### config.mk
export PLATFORM = sky130hd
export DESIGN_NAME = ov_pwr_seq_v1
export DESIGN_NICKNAME = d
export VERILOG_FILES = /design/src/rtl/ov_pwr_seq_v1.sv
export SDC_FILE = /design/constraint.sdc
export NUM_CORES = 1
export LEC_CHECK = 0
export BUFFER_PORTS_ARGS = -buffer_cell sky130_fd_sc_hd__buf_4
export CAP_MARGIN = 0
export CORE_MARGIN = 4
export CORE_UTILIZATION = 62
export DETAILED_ROUTE_END_ITERATION = 7
export GPL_TIMING_DRIVEN = 0
export PLACE_DENSITY_LB_ADDON = 0.12
export SLEW_MARGIN = 10
export SYNTH_ARGS = -nofsm -noshare
export SYNTH_HDL_FRONTEND = slang
export SYNTH_SLANG_ARGS = --single-unit
### constraint.sdc
create_clock -name clk_i -period 6.05 [get_ports clk_i]
set_clock_uncertainty 0.1 [all_clocks]
set_input_delay 1.21 -clock clk_i [delete_from_list [all_inputs] [get_ports clk_i]]
set_output_delay 1.21 -clock clk_i [all_outputs]
set_load 0.005 [all_outputs]
### src/rtl/ov_pwr_seq_v1.sv
// Power-up/reset sequencer for the OV sensor: walks PWDN -> RST -> SETTLE -> READY
// with fixed per-phase edge counts, then pulses start_o to launch SCCB configuration.
module ov_pwr_seq_v1 #(
  parameter logic [19:0] T_PWDN   = 20'd1000,
  parameter logic [19:0] T_RST    = 20'd1000,
  parameter logic [19:0] T_SETTLE = 20'd20000
) (
  input  logic       clk_i,
  input  logic       rst_i,
  input  logic       reinit_i,
  output logic       pwdn_o,
  output logic       rst_n_o,
  output logic       ready_o,
  output logic       start_o,
  output logic [1:0] phase_o
);

  typedef enum logic [1:0] {
    ST_PWDN   = 2'b00,
    ST_RST    = 2'b01,
    ST_SETTLE = 2'b10,
    ST_READY  = 2'b11
  } state_t;

  // Terminal count per phase; a zero parameter behaves as a one-edge phase.
  localparam logic [19:0] LAST_PWDN   = (T_PWDN   == 20'd0) ? 20'd0 : T_PWDN   - 20'd1;
  localparam logic [19:0] LAST_RST    = (T_RST    == 20'd0) ? 20'd0 : T_RST    - 20'd1;
  localparam logic [19:0] LAST_SETTLE = (T_SETTLE == 20'd0) ? 20'd0 : T_SETTLE - 20'd1;

  state_t      state_reg, state_next;
  logic [19:0] cnt_reg, cnt_next;
  logic        pwdn_reg, pwdn_next;
  logic        rst_n_reg, rst_n_next;
  logic        ready_reg, ready_next;
  logic        start_reg, start_next;

  always_ff @(posedge clk_i) begin
    if (rst_i) begin
      state_reg <= ST_PWDN;
      cnt_reg   <= 20'd0;
      pwdn_reg  <= 1'b1;
      rst_n_reg <= 1'b0;
      ready_reg <= 1'b0;
      start_reg <= 1'b0;
    end else begin
      state_reg <= state_next;
      cnt_reg   <= cnt_next;
      pwdn_reg  <= pwdn_next;
      rst_n_reg <= rst_n_next;
      ready_reg <= ready_next;
      start_reg <= start_next;
    end
  end

  always_comb begin
    state_next = state_reg;
    cnt_next   = 20'd0;
    case (state_reg)
      ST_PWDN: begin
        if (cnt_reg == LAST_PWDN) state_next = ST_RST;
        else                      cnt_next   = cnt_reg + 20'd1;
      end
      ST_RST: begin
        if (cnt_reg == LAST_RST) state_next = ST_SETTLE;
        else                     cnt_next   = cnt_reg + 20'd1;
      end
      ST_SETTLE: begin
        if (cnt_reg == LAST_SETTLE) state_next = ST_READY;
        else                        cnt_next   = cnt_reg + 20'd1;
      end
      ST_READY: begin
        if (reinit_i) state_next = ST_PWDN;
      end
      default: state_next = ST_PWDN;
    endcase
  end

  // Outputs are decoded from the upcoming state so they register alongside it.
  always_comb begin
    pwdn_next  = (state_next == ST_PWDN);
    rst_n_next = (state_next == ST_SETTLE) || (state_next == ST_READY);
    ready_next = (state_next == ST_READY);
    start_next = (state_next == ST_READY) && (state_reg != ST_READY);
  end

  assign pwdn_o  = pwdn_reg;
  assign rst_n_o = rst_n_reg;
  assign ready_o = ready_reg;
  assign start_o = start_reg;
  assign phase_o = state_reg;

endmodule

After elaboration in Yosys (flattened, before gate mapping)
Cells that the tools add are included.

word-level totals
  bits of input ports = 3
  bits in latches = 0
  ROM bits = 0
  memories = 0
  word-level logic and storage cells = 28
  output and inout port bits = 6
  RAM bits = 0
  register bits after elaboration = 26

operators by class
  add/subtract/negate cells = 1
  reductions and logical operators = 5
  magnitude comparators = 0
  bitwise gates (word level) = 0
  mux-type cells = 8
  divide/modulo/power cells = 0
  eq/ne operators = 8
  shift-type cells = 0
  multiply operators = 0

operators by type and width
  kind                     number
  $mux W20                 2
  $pmux W20 S2             1
  $add A20 B1 Y20 const B  1
  $eq A20 B10 Y1 const B   1
  $eq A20 B15 Y1 const B   1
  $eq A2 B2 Y1 const B     4
  $mux W2                  4
  $pmux W2 S4              1
  $logic_not A2 Y1         2
  $eq A2 B1 Y1 const B     1
  $ne A2 B2 Y1 const B     1
  $reduce_or A2 Y1         1
  $logic_and A1 B1 Y1      1
  $logic_or A1 B1 Y1       1

Depth between registers and ports, before layout
  depth after elaboration = 5
  gate-level depth with buffers = 6
  mapped depth without buffers = 5

Worst setup path after synthesis
No wires, ideal clock.

  path kind = input to register
  start point = input port rst_i
  end point = register cnt_reg[12]
  buffers on the path = 1
  stages = 3
  data arrival time = 1.813 ns
  slack = 4.052 ns
  data required time = 5.864 ns
  cell sequence = a221o_1 > buf_2 > a211oi_1

RTL lines
  item                  line  text
  from (decl)           9     input logic rst_i,
  to (signal assigned)  47    cnt_reg <= cnt_next;
  to (decl)             31    logic [19:0] cnt_reg, cnt_next;

Worst setup path in the final report
  start point = register state_reg[1] (netlist: phase_o[1])
  end point = output port phase_o[1]

RTL lines
  item                    line  text
  from (decl)             30    state_t state_reg, state_next;
  from (signal assigned)  46    state_reg <= state_next;
  to (decl)               15    output logic [1:0] phase_o

No word-level cell between the ends.

==> flow_summary.ini <==
[run_status]
outcome = completed

[critical_path]
crit_fanout = 10
cpPeakStageDelay_ps = 510
arrival_ps = 1070
crit_type = flip-flop to output pin
cp-start-kind = flip-flop
crit_slowest_cell = dfxtp_1
path_buf_inv = 2
startpoint = phase_o[1]
critPathCaptureType = output pin
path_common_cell = buf_4
worst_path_dominant_cell_family = flip-flops
cp.required_ps = 4740
r2r_start = cnt_reg[5]
worstPathCellList = buf_4 > buf_4

[worst_hold_path]
min_path_type = flip-flop to flip-flop
worstHoldStart = cnt_reg[0]

[route]
vias_per_cell = 6.15
via_count = 1057
drtPass1Iterations = 6
ant_nets = 0
first_iter_violations = 30
wire_per_inst_um = 14.0
drc_errors = 0
routed_wl_um = 2400

[power]
p_total_mw = 0.251
seq_power_share = 0.670
p_int_mw = 0.195
power_frac_comb = 0.033
p_sw_mw = 0.0561
p_sw_frac = 0.224
cellLeakagePower_nw = 0.413
p_per_area_nw_per_um2 = 192
p_clk_frac = 0.297
peakVddDrop_v = 0.000107

[synthesis]
synth_top_family_by_area = simple AND/OR/NAND/NOR gates
yosys.area_share.simple = 0.315
ys_types = 32
ys_ff_latch = 25
postSynthCellCount = 135
synth_fa_ha_area_frac = 0.0105
synthMuxAreaShare = 0
synth_area_sq_um = 1190
avgSynthCellArea_sq_um = 8.80
seq_area_frac_synth = 0.421
synth_nets = 139
synth_warnings = 0
synth-xor-area-share = 0.0737
synth_compound_area_frac = 0.137

[global_route]
grt_use_total = 0.198
grt_max_degree = 15
overflow = 0
grt_pass1_wl_um = 4050
first_global_vias = 986
antenna_found_initial = 0

[final_layout]
diodes = 0
fill_cells = 149
final_cell_mix = 25 x dfxtp_1, 17 x nor3_1, 10 x nand2_1, 9 x or3_1, 9 x buf_4
drive_gt1_frac = 0.163
largest_register_ffs = 20
fin_nets = 152
layout_commonest_cell = dfxtp_1
area_growth_pct = 10.0

[sta]
final-hold-violation-count = 0
relSlewSlack = 0.681
rsz0062_at_grt = no
min_period_over_period = 0.394
setup_viol = 0
slew_violations = 0
fmax_mhz = 420
worst_pin_slew_ps = 474
fin_crit_ps = 2380
finalSetupTns_ps = 0

[die]
core_area_sq_um = 1760
initial_core_util = 0.674
io_pins = 9
die_h_um = 51.8
die_area_sq_um = 2680
die_x_um = 51.8
num_rows = 15

[clock_network]
cts_tree = done
cts_setup_buffers = 0
clockBufferDepth = 2
htree_levels = 1
clk_root_buffer_cell = clkbuf_4
cts_resized = 0
numCtsBuffers = 3
postCtsHoldBufs = 0
clk_pin_slew_ps = 140
cts.sinks = 25
clk_latency_ps = 320

[job]
cap_violations = 0

[placed_design]
routabilityCongestion = 0.868
dp_hpwl_um = 1710
place.port_buffers = 8
[worst reg2reg max path, stage by stage (launching register included)]
cell and delay [ps]:
dfxtp_1 480, nand4_1 150, or4_1 500, buf_2 200, or4_4 490, a211oi_2 220
[power groups by stage]
stage	combinational [mW]	sequential (mW)	clock [mW]
detailed placement	0.00816	0.172	0
finish	0.00828	0.168	0.0744
global placement	0.00793	0.172	0
floorplan	0.00524	0.171	0
CTS	0.00822	0.168	0.0751
global route	0.00943	0.169	0.0815
[stage by stage]
step                      instance area (sq um)   util  hold slack (ps)  std cells  setup slack (ps)
after floorplan                            1190      -              355        135              4050
after global placement                     1280  0.726              371        168              3840
after detailed placement                   1280  0.726              398        168              3820
after CTS                                  1310  0.741              417        172              3680
after global routing                       1310  0.741              453        172              3600
final                                      1310  0.741              413        172              3670
[final timing paths]
| path | end | cells past startpoint | slack (ps) |
|---|---|---|---|
| hold / removal | cnt_reg[0] | 1 | 410 |
| setup / recovery | phase_o[1] | 2 | 3670 |
| hold reg to reg | cnt_reg[0] | 1 | 410 |
| setup reg to reg | cnt_reg[19] | 5 | 3840 |
[Yosys cell counts]
cell type  number  area [sq um]
dfxtp_1        25           500
nor3_1         17          85.1
nand2_1        10          37.5
or3_1           9          56.3
a211oi_1        8          60.1
o21ai_0         8          40.0
nand4_1         6          37.5
buf_2           5          25.0
xnor2_1         5          43.8
xor2_1          5          43.8
inv_1           4          15.0
nand3_1         4          20.0
nor2_1          4          15.0
or4_1           3          22.5
a21oi_1         2          10.0
and3_1          2          12.5
and4_1          2          17.5
o31ai_1         2          15.0
a211oi_2        1          12.5
a221o_1         1          10.0
a311oi_1        1          8.76
a31oi_1         1          6.26
and4_2          1          10.0
and4bb_2        1          12.5
buf_4           1          7.51
clkbuf_1        1          3.75
ha_1            1          12.5
nand3_2         1          10.0
nor3b_1         1          7.51
nor4_1          1          6.26
or4_4           1          11.3
or4bb_2         1          12.5
[kinds of logic (layout without fill, tap and decap cells)]
kind of cell / count (synthesis) / count (layout)
flip-flops: 25 / 25
buffers and inverters: 11 / 23
XOR/XNOR: 10 / 10
adder cells (fa/ha/maj): 1 / 1
AND/OR/NAND/NOR: 64 / 64
AO/OA/AOI/OAI: 24 / 24
[area by class of cell]
type,instances,area [sq um],area share
flip-flops and latches,25,500,0.383
inverters,4,15.0,0.0115
clock inverters,1,5.00,0.00383
plain buffers,7,36.3,0.0278
repair buffers,8,60.1,0.0459
multi-input cells,99,637,0.487
clock buffers,3,22.5,0.0172
well taps,25,31.3,0.0239
[routing by layer]
layer / global-route usage / routed length [um]
met5: 0 / 0
met4: 0.114 / 32
met3: 0.0344 / 83
met2: 0.314 / 1180
met1: 0.252 / 1110
(Power assumes the default switching activity.)
